## src/rtl/uart_pkg.sv

```systemverilog
// Shared definitions for the UART receive path: FSM encoding, oversampling
// constants and the baud divisor calculation.
package uart_pkg;

  typedef enum logic [2:0] {
    IDLE      = 3'd0,
    START     = 3'd1,
    DATA      = 3'd2,
    PARITY    = 3'd3,
    STOP      = 3'd4,
    WAIT_HIGH = 3'd5
  } state_e;

  localparam int unsigned OVS     = 16;
  localparam logic [3:0]  SMP_A   = 4'd7;
  localparam logic [3:0]  SMP_B   = 4'd8;
  localparam logic [3:0]  SMP_C   = 4'd9;
  localparam logic [3:0]  SC_LAST = 4'(OVS - 1);

  function automatic int unsigned calc_div(input int unsigned clk_hz,
                                           input int unsigned baud);
    int unsigned d;
    d = clk_hz / (OVS * baud);
    return (d == 0) ? 32'd1 : d;
  endfunction

endpackage

```

## src/rtl/uart_rx_core_baud_tick.sv

```systemverilog
// Oversampling tick generator: counts 0..DIV-1 while enabled, pulses tick on
// the last count, and sits at zero when disabled or cleared.
module uart_baud_tick #(
  parameter int unsigned DIV = 1
) (
  input  logic clk,
  input  logic en,
  input  logic clr,
  output logic tick
);

  localparam int unsigned CW   = (DIV > 1) ? $clog2(DIV) : 1;
  localparam logic [CW-1:0] LAST = CW'(DIV - 1);

  logic [CW-1:0] cnt_q, cnt_d;

  always_comb begin
    cnt_d = cnt_q;
    tick  = 1'b0;
    if (clr || !en) begin
      cnt_d = '0;
    end else if (cnt_q == LAST) begin
      tick  = 1'b1;
      cnt_d = '0;
    end else begin
      cnt_d = cnt_q + 1'b1;
    end
  end

  always_ff @(posedge clk) begin
    cnt_q <= cnt_d;
  end

endmodule

```

## src/rtl/uart_rx_core.sv

```systemverilog
// 16x oversampled UART receiver with majority voting, optional parity and a
// single-entry valid/ready holding register with sticky overrun.
module uart_rx_core
  import uart_pkg::*;
#(
  parameter int unsigned CLK_HZ     = 100000000,
  parameter int unsigned BAUD       = 115200,
  parameter bit          PARITY_EN  = 1'b0,
  parameter bit          PARITY_ODD = 1'b0
) (
  input  logic       clk,
  input  logic       rst,
  input  logic       rx,
  output logic [7:0] rx_data,
  output logic       rx_valid,
  input  logic       rx_ready,
  output logic       frame_err,
  output logic       parity_err,
  output logic       overrun,
  output logic       busy
);

  localparam int unsigned DIV = calc_div(CLK_HZ, BAUD);

  logic       s1_q, s2_q;
  state_e     state_q, state_d;
  logic [3:0] sc_q, sc_d, sc_nx;
  logic [2:0] bit_idx_q, bit_idx_d;
  logic [7:0] shreg_q, shreg_d;
  logic [1:0] smp_q, smp_d;
  logic       perr_q, perr_d;
  logic [7:0] data_q, data_d;
  logic       valid_q, valid_d, ferr_q, ferr_d, perrh_q, perrh_d, ovr_q, ovr_d;
  logic       tick, vote, done, done_ferr;

  uart_baud_tick #(.DIV(DIV)) u_tick (
    .clk  (clk),
    .en   (state_q != IDLE),
    .clr  (rst),
    .tick (tick)
  );

  // Actions key on the value sc is about to take, so the third sample is
  // the live synchronised line and the first two come from smp_q.
  assign sc_nx = sc_q + 4'd1;
  assign vote  = (smp_q[0] & smp_q[1]) | (smp_q[0] & s2_q) | (smp_q[1] & s2_q);

  always_comb begin
    state_d   = state_q;
    sc_d      = sc_q;
    bit_idx_d = bit_idx_q;
    shreg_d   = shreg_q;
    smp_d     = smp_q;
    perr_d    = perr_q;
    done      = 1'b0;
    done_ferr = 1'b0;
    if (tick) begin
      sc_d = sc_nx;
      if (sc_nx == SMP_A) smp_d[0] = s2_q;
      if (sc_nx == SMP_B) smp_d[1] = s2_q;
    end
    case (state_q)
      IDLE: begin
        if (!s2_q) begin
          state_d = START;
          sc_d    = '0;
          perr_d  = 1'b0;
        end
      end
      START: begin
        if (tick) begin
          if (sc_nx == SMP_C && vote) begin
            state_d = IDLE;
            sc_d    = '0;
          end else if (sc_q == SC_LAST) begin
            state_d   = DATA;
            bit_idx_d = '0;
          end
        end
      end
      DATA: begin
        if (tick) begin
          if (sc_nx == SMP_C) shreg_d = {vote, shreg_q[7:1]};
          if (sc_q == SC_LAST) begin
            if (bit_idx_q == 3'd7) begin
              if (PARITY_EN) state_d = PARITY;
              else           state_d = STOP;
            end else begin
              bit_idx_d = bit_idx_q + 3'd1;
            end
          end
        end
      end
      PARITY: begin
        if (tick) begin
          if (sc_nx == SMP_C && (vote != (^shreg_q ^ PARITY_ODD))) perr_d = 1'b1;
          if (sc_q == SC_LAST) state_d = STOP;
        end
      end
      STOP: begin
        if (tick && sc_nx == SMP_C) begin
          done      = 1'b1;
          done_ferr = ~vote;
          sc_d      = '0;
          if (vote) state_d = IDLE;
          else      state_d = WAIT_HIGH;
        end
      end
      WAIT_HIGH: begin
        if (s2_q) begin
          state_d = IDLE;
          sc_d    = '0;
        end
      end
      default: begin
        state_d = IDLE;
        sc_d    = '0;
      end
    endcase
  end

  // A completed frame replaces the held byte only if the slot is empty or
  // is being drained on the same cycle; otherwise it is dropped.
  always_comb begin
    data_d  = data_q;
    valid_d = valid_q;
    ferr_d  = ferr_q;
    perrh_d = perrh_q;
    ovr_d   = ovr_q;
    if (done) begin
      if (!valid_q || rx_ready) begin
        data_d  = shreg_q;
        ferr_d  = done_ferr;
        perrh_d = perr_q;
        valid_d = 1'b1;
      end else begin
        ovr_d = 1'b1;
      end
    end else if (valid_q && rx_ready) begin
      valid_d = 1'b0;
    end
  end

  always_ff @(posedge clk) begin
    if (rst) begin
      s1_q      <= 1'b1;
      s2_q      <= 1'b1;
      state_q   <= IDLE;
      sc_q      <= '0;
      bit_idx_q <= '0;
      shreg_q   <= '0;
      smp_q     <= '0;
      perr_q    <= 1'b0;
      data_q    <= '0;
      valid_q   <= 1'b0;
      ferr_q    <= 1'b0;
      perrh_q   <= 1'b0;
      ovr_q     <= 1'b0;
    end else begin
      s1_q      <= rx;
      s2_q      <= s1_q;
      state_q   <= state_d;
      sc_q      <= sc_d;
      bit_idx_q <= bit_idx_d;
      shreg_q   <= shreg_d;
      smp_q     <= smp_d;
      perr_q    <= perr_d;
      data_q    <= data_d;
      valid_q   <= valid_d;
      ferr_q    <= ferr_d;
      perrh_q   <= perrh_d;
      ovr_q     <= ovr_d;
    end
  end

  assign rx_data    = data_q;
  assign rx_valid   = valid_q;
  assign frame_err  = ferr_q;
  assign parity_err = perrh_q;
  assign overrun    = ovr_q;
  assign busy       = (state_q != IDLE);

endmodule
```

## config.mk

```make
export PLATFORM = sky130hd
export DESIGN_NAME = uart_rx_core
export DESIGN_NICKNAME = d
export VERILOG_FILES = /design/src/rtl/uart_pkg.sv /design/src/rtl/uart_rx_core_baud_tick.sv /design/src/rtl/uart_rx_core.sv
export SDC_FILE = /design/constraint.sdc
export NUM_CORES = 1
export LEC_CHECK = 0
export CORE_ASPECT_RATIO = 1.5
export CORE_MARGIN = 4
export CORE_UTILIZATION = 58
export DETAILED_ROUTE_END_ITERATION = 6
export GPL_TIMING_DRIVEN = 1
export PLACE_DENSITY = 0.79
export SYNTH_ARGS = -nofsm -noshare
export SYNTH_HDL_FRONTEND = slang
export SYNTH_SLANG_ARGS = --single-unit
```

## constraint.sdc

```tcl
create_clock -name clk -period 2.55 [get_ports clk]
set_input_delay 0.6375 -clock clk [delete_from_list [all_inputs] [get_ports clk]]
set_output_delay 0.6375 -clock clk [all_outputs]
set_load 0.01 [all_outputs]
```

==> run metrics, run 1 <==
pins over their slew limit=0; maximum fanout along the worst path=13; number of buffers created by CTS=5; type of the most critical hold path=flop to flop; capture point of the critical path=busy; normalized max-slew margin=71.8%; PwrDens=677 mW/mm²; share of layout cells above drive strength 1=14.5%; Avg Vias per Cell=5.74; overflow left after global routing=0; Netlist Area Pre-Place=0.00219 mm²; global-route wire length before repair=7260 µm; simple-gate portion of the synthesized area=23.7%; flip-flop and latch count after synthesis=41; kind of end point of the critical path=output pin; number of stages on the worst setup path=3; half-perimeter wire length of the detailed placement result=3060 µm; gp weighted congestion=0.871; Die Y-Extent=83.3 µm; top cell family by delay on the critical path=buffers and inverters; P&R area growth vs syn=12.9%; EDFF count, synth=0; post-CTS sizing=0; number of cells in the finished layout apart from fillers=298; worst-margin pin slew=419 ps; H-tree level count=2; First DRT Iteration DRCs=54; start point of the critical path=state_q[2]; compound-cell area share of the yosys netlist=14.4%; CP max stage delay=480 ps; leak pwr=0.977 nW; most used flip-flop cell after synthesis=dfxtp_1; cell-by-cell listing of the critical path=nor3_1 > inv_1 > clkdlybuf4s50_1; vias in the first global route=1,671; nets=266; setup violators final=0; sequential element share of the synthesized area=37.4%; Final period util=90.9%; maxcap violations=0; Top Ports=17; worst reg2reg startpoint=sc_q[0]; highest achievable clock rate=432 MHz; Post-Synthesis Cells=237; clock tree from TritonCTS=done; total wirelength of the detailed-routed design=4180 µm; Detailed Routing Iterations Pass 1=4; CTS max path bufs=2; sort of element at the start of the critical path=flop; count of buffer and inverter cells on the critical path=2; Die Area=0.00485 mm²; Synth Net Count=249; Critical R2R Capture=state_q[0]; Register-to-Register Path Depth=7; worst setup path class=flop to output pin; critical path data required time=1910 ps; post-DR wirelength/cell=14.0 µm; Period minus WS final=2320 ps; initial core utilization=60.1%; number of post-CTS setup repair buffers=0; quantity of I/O buffers inserted on ports=16; setup clock skew after layout=7.64 ps; number of routed nets with antenna violations=0; cell at the root of the clock tree=clkbuf_8; multiplexer share of the synthesized area=7.08%; core footprint=0.00365 mm²; master of the slowest instance on the critical path=clkdlybuf4s50_1; synthesized-area fraction occupied by adder cells=5.08%; peak ir drop on the vdd network=589 µV; setup repair after global routing missed its margin=false; largest net degree at the start of global routing=38; total of warnings raised by yosys=0; latest clock arrival within the worst-skew pair=290 ps; minimum setup slack among reg-to-reg paths=360 ps; xor/xnor share of the synthesized area=6.39%; # DRC=0; Distinct cells, synth=56; main combinational cell family by area after synthesis=simple AND/OR/NAND/NOR gates; # rows=27; syn avg cell area=9.25 µm²; n_diodes=0; total vias in the final route=1,711; CTS sink cnt=41; Cell Count Post-Placement=290; fill cell total of the finished layout=296; Async S/R FF share, synth=0%; clock input transition at the sequential cells of the worst setup and hold paths=70 ps; width of the die=58.2 µm; post-route setup TNS=0 ps; Overall Power=1.68 mW; number of failing hold endpoints at the final stage=0; result of the run=finished clean; arrival time reported for the critical path endpoint=1680 ps; antenna violations before repair=0; quantity of hold-fixing buffers added after cts=0; overall routing resource usage=18.8%; Final Hold Slack=416 ps
-- report_power, final --
part           switching (mW)  internal, mW
logic                   0.220         0.194
clock network           0.218         0.318
registers              0.0574         0.669
-- through the flow --
step / setup WS (ps) / util, % / cell area (µm²)
3_3_place_gp: 54.0 / 64.5 / 2350
2_1_floorplan: 509 / - / 2190
3_5_place_dp: 10.3 / 64.5 / 2350
4_1_cts: 224 / 67.8 / 2470
5_1_grt: 104 / 67.8 / 2470
6_report: 233 / 67.8 / 2470
-- routing by layer --
metal | global-route usage, % | part of all wire, %
met1 | 21.1 | 42
met2 | 33.4 | 54
met3 | 4.98 | 2.5
met4 | 6.12 | 1.6
met5 | 0 | 0
-- synthesized netlist by cell type (2+ instances only) --
library cell  number  area (µm²)
dfxtp_1           41         821
buf_6              4        45.0
nand4_1            4        25.0
o21ai_0            6        30.0
buf_4              4        30.0
nand2_1           13        48.8
nor3_2             4        40.0
or2_2              3        18.8
or3_1              2        12.5
nand2b_4           2        27.5
ha_1               8         100
nand3_1           15        75.1
nor2_1            30         113
and3b_1            2        17.5
a211oi_1           2        15.0
nor3_1             3        15.0
nand2b_1           2        12.5
clkbuf_1           3        11.3
xor2_1             4        35.0
o21ai_1            2        10.0
xnor2_1           12         105
a21oi_1           15        75.1
mux2i_1           14         140
inv_1              9        33.8
a211o_1            2        17.5
-- state kept, by name, summed over array words and instances, names as in the netlist --
name          cells
s2_q              1
parity_err        1
u_tick.cnt_q      6
perr_q            1
sc_q              4
bit_idx_q         3
s1_q              1
smp_q             2
shreg_q           8
frame_err         1
rx_data           8
state_q           3
rx_valid          1
overrun           1
-- cell usage in the layout, fill, tap and decap left out, drive strengths merged, types with 2 or more instances in the layout --
cell / count
o21ai: 9
xnor2: 12
o2111ai: 2
nand2b: 4
nor2: 30
a211oi: 2
inv: 9
nand3: 16
and3: 3
ha: 8
clkdlybuf4s50: 16
nand2: 13
or2: 3
nand4: 4
and3b: 2
clkbuf: 6
or3: 2
xor2: 4
nor3: 7
a21oi: 17
mux2i: 14
buf: 6
a211o: 2
dfxtp: 41
-- cells by family after synthesis --
group                    Yosys count
AO/OA/AOI/OAI                     43
XOR/XNOR                          16
adder cells (fa/ha/maj)            9
buffers and inverters             21
flip-flops                        41
multiplexers                      15
AND/OR/NAND/NOR                   92
-- layout make-up --
| class | instances | area [µm²] | area share [%] |
|---|---|---|---|
| well taps | 43 | 53.8 | 2.17 |
| clock buffers | 6 | 82.6 | 3.34 |
| inverters | 9 | 33.8 | 1.37 |
| clock inverters | 2 | 37.5 | 1.52 |
| multi-input cells | 175 | 1240 | 50.2 |
| flip-flops and latches | 41 | 821 | 33.2 |
| repair buffers | 22 | 205 | 8.29 |
-- worst min-delay path by stage --
stage          start  endpoint  slack (ps)  depth (start not counted)
2_1_floorplan   s1_q      s2_q         390                          1
3_3_place_gp    s1_q      s2_q         390                          1
6_report        s1_q      s2_q         420                          1
5_1_grt         s1_q      s2_q         430                          1
3_5_place_dp    s1_q      s2_q         400                          1
4_1_cts         s1_q      s2_q         420                          1
Power figures use the tool's default switching activity.
==> run 2, diff against run 1 <==
--- a/config.mk
+++ b/config.mk
@@ -10,6 +10,7 @@
 export CORE_UTILIZATION = 58
 export DETAILED_ROUTE_END_ITERATION = 6
 export GPL_TIMING_DRIVEN = 1
+export MAX_ROUTING_LAYER = met4
 export PLACE_DENSITY = 0.79
 export SYNTH_ARGS = -nofsm -noshare
 export SYNTH_HDL_FRONTEND = slang
==> run metrics, run 2 (synthesis gave the netlist of run 1 again) <==
result of the run=finished clean; # rows=27; pre-CTS worst setup slack=10.3 ps; leak pwr=0.977 nW; CP max stage delay=480 ps; core footprint=0.00365 mm²; Avg Vias per Cell=5.72; largest net degree at the start of global routing=38; initial core utilization=60.1%; H-tree level count=2; half-perimeter wire length of the detailed placement result=3060 µm; width of the die=58.2 µm; post-DR wirelength/cell=14.1 µm; Register-to-Register Path Depth=7; number of failing hold endpoints at the final stage=0; setup repair after global routing missed its margin=false; kind of end point of the critical path=output pin; top library cells by usage in the layout, fill and taps aside=dfxtp_1, nor2_1, clkdlybuf4s50_1; PwrDens=679 mW/mm²; setup clock skew after layout=8.60 ps; final design instance area without fill=0.00247 mm²; fraction of power consumed by combinational cells=24.6%; clock input transition at the sequential cells of the worst setup and hold paths=70 ps; Die Y-Extent=83.3 µm; total wirelength of the detailed-routed design=4200 µm; part of the power in the clock network=32.2%; maxcap violations=0; gp weighted congestion=0.885; highest achievable clock rate=432 MHz; type of the most critical hold path=flop to flop; # DRC=0; maximum fanout along the worst path=13; sort of element at the start of the critical path=flop; CTS max path bufs=2; internal cell power=1.18 mW; number of post-CTS setup repair buffers=0; Detailed Routing Iterations Pass 1=4; cell-by-cell listing of the critical path=nor3_1 > inv_1 > clkdlybuf4s50_1; end point of the most critical hold path=s2_q; count of buffer and inverter cells on the critical path=2; overall routing resource usage=19.3%; antenna violations before repair=0; post-CTS sizing=0; quantity of hold-fixing buffers added after cts=0; sequential power share=43.2%; Setup WS post-layout=233 ps; overflow left after global routing=0; worst setup path class=flop to output pin; CTS sink cnt=41; number of stages on the worst setup path=3; worst-margin pin slew=429 ps; n_diodes=0; switching power=0.500 mW; setup violators final=0; Die Area=0.00485 mm²; nets=266; most common cell after layout, fill and taps aside=dfxtp_1; normalized max-slew margin=71.3%; master of the slowest instance on the critical path=clkdlybuf4s50_1; start point of the worst min-delay path=s1_q; number of buffers created by CTS=5; peak ir drop on the vdd network=589 µV; global-route wire length before repair=7250 µm; total vias in the final route=1,704; vias in the first global route=1,672; P&R area growth vs syn=12.9%; switching fraction of total power=29.7%; arrival time reported for the critical path endpoint=1680 ps; latest clock arrival within the worst-skew pair=290 ps; start point of the critical path=state_q[2]; Hold Crit Depth=1; minimum setup slack among reg-to-reg paths=360 ps; pins over their slew limit=0; Placed Area=0.00235 mm²; fill cell total of the finished layout=296; cell at the root of the clock tree=clkbuf_8; clock tree from TritonCTS=done; Final Hold Slack=416 ps; Period minus WS final=2320 ps; critical path data required time=1910 ps; Top Ports=17; First DRT Iteration DRCs=56; Final period util=90.9%; number of routed nets with antenna violations=0; quantity of I/O buffers inserted on ports=16; post-route setup TNS=0 ps; top cell family by delay on the critical path=buffers and inverters; worst reg2reg startpoint=sc_q[0]; Critical R2R Capture=state_q[0]; share of layout cells above drive strength 1=14.5%
## run 2: cell counts in the layout (fill, tap and decap cells not counted)
Identical to the previous run, type by type.
## run 2: layout make-up
type                            count  area, µm²  area share (%)
Sequential cell                    41        821            33.2
Inverter                            9       33.8            1.37
Clock buffer                        6       82.6            3.34
Tap cell                           43       53.8            2.17
Timing Repair Buffer               22        205            8.29
Multi-Input combinational cell    175       1240            50.2
Clock inverter                      2       37.5            1.52
## run 2: power by group through the flow
| stage | Sequential, mW | Combinational (mW) | Clock [mW] |
|---|---|---|---|
| detailed placement | 0.738 | 0.414 | 0 |
| global placement | 0.740 | 0.403 | 0 |
| CTS | 0.725 | 0.416 | 0.547 |
| finish | 0.726 | 0.414 | 0.540 |
| floorplan | 0.703 | 0.370 | 0 |
| global route | 0.732 | 0.454 | 0.584 |
## run 2: worst max path at each step
stage | to
final | busy
after global placement | state_q[0]
after CTS | busy
after detailed placement | state_q[0]
after floorplan | state_q[0]
after global routing | busy
## run 2: metal layers
| metal | share of wire, % | vias to the layer above | track usage, % | wire length [µm] |
|---|---|---|---|---|
| met5 | 0 | - | - | 0 |
| met4 | 1.5 | 0 | 6.12 | 65 |
| met3 | 2.1 | 7 | 4.67 | 88 |
| met2 | 53 | 21 | 33.4 | 2230 |
| met1 | 43 | 808 | 21.3 | 1810 |
| li1 | - | 868 | - | - |
## run 2: metrics by stage
stage	utilization, %	power [mW]	std cells
after floorplan	-	1.07	237
after global placement	64.5	1.14	290
after detailed placement	64.5	1.15	290
after CTS	67.8	1.69	298
after global routing	67.8	1.77	298
final	67.8	1.68	298
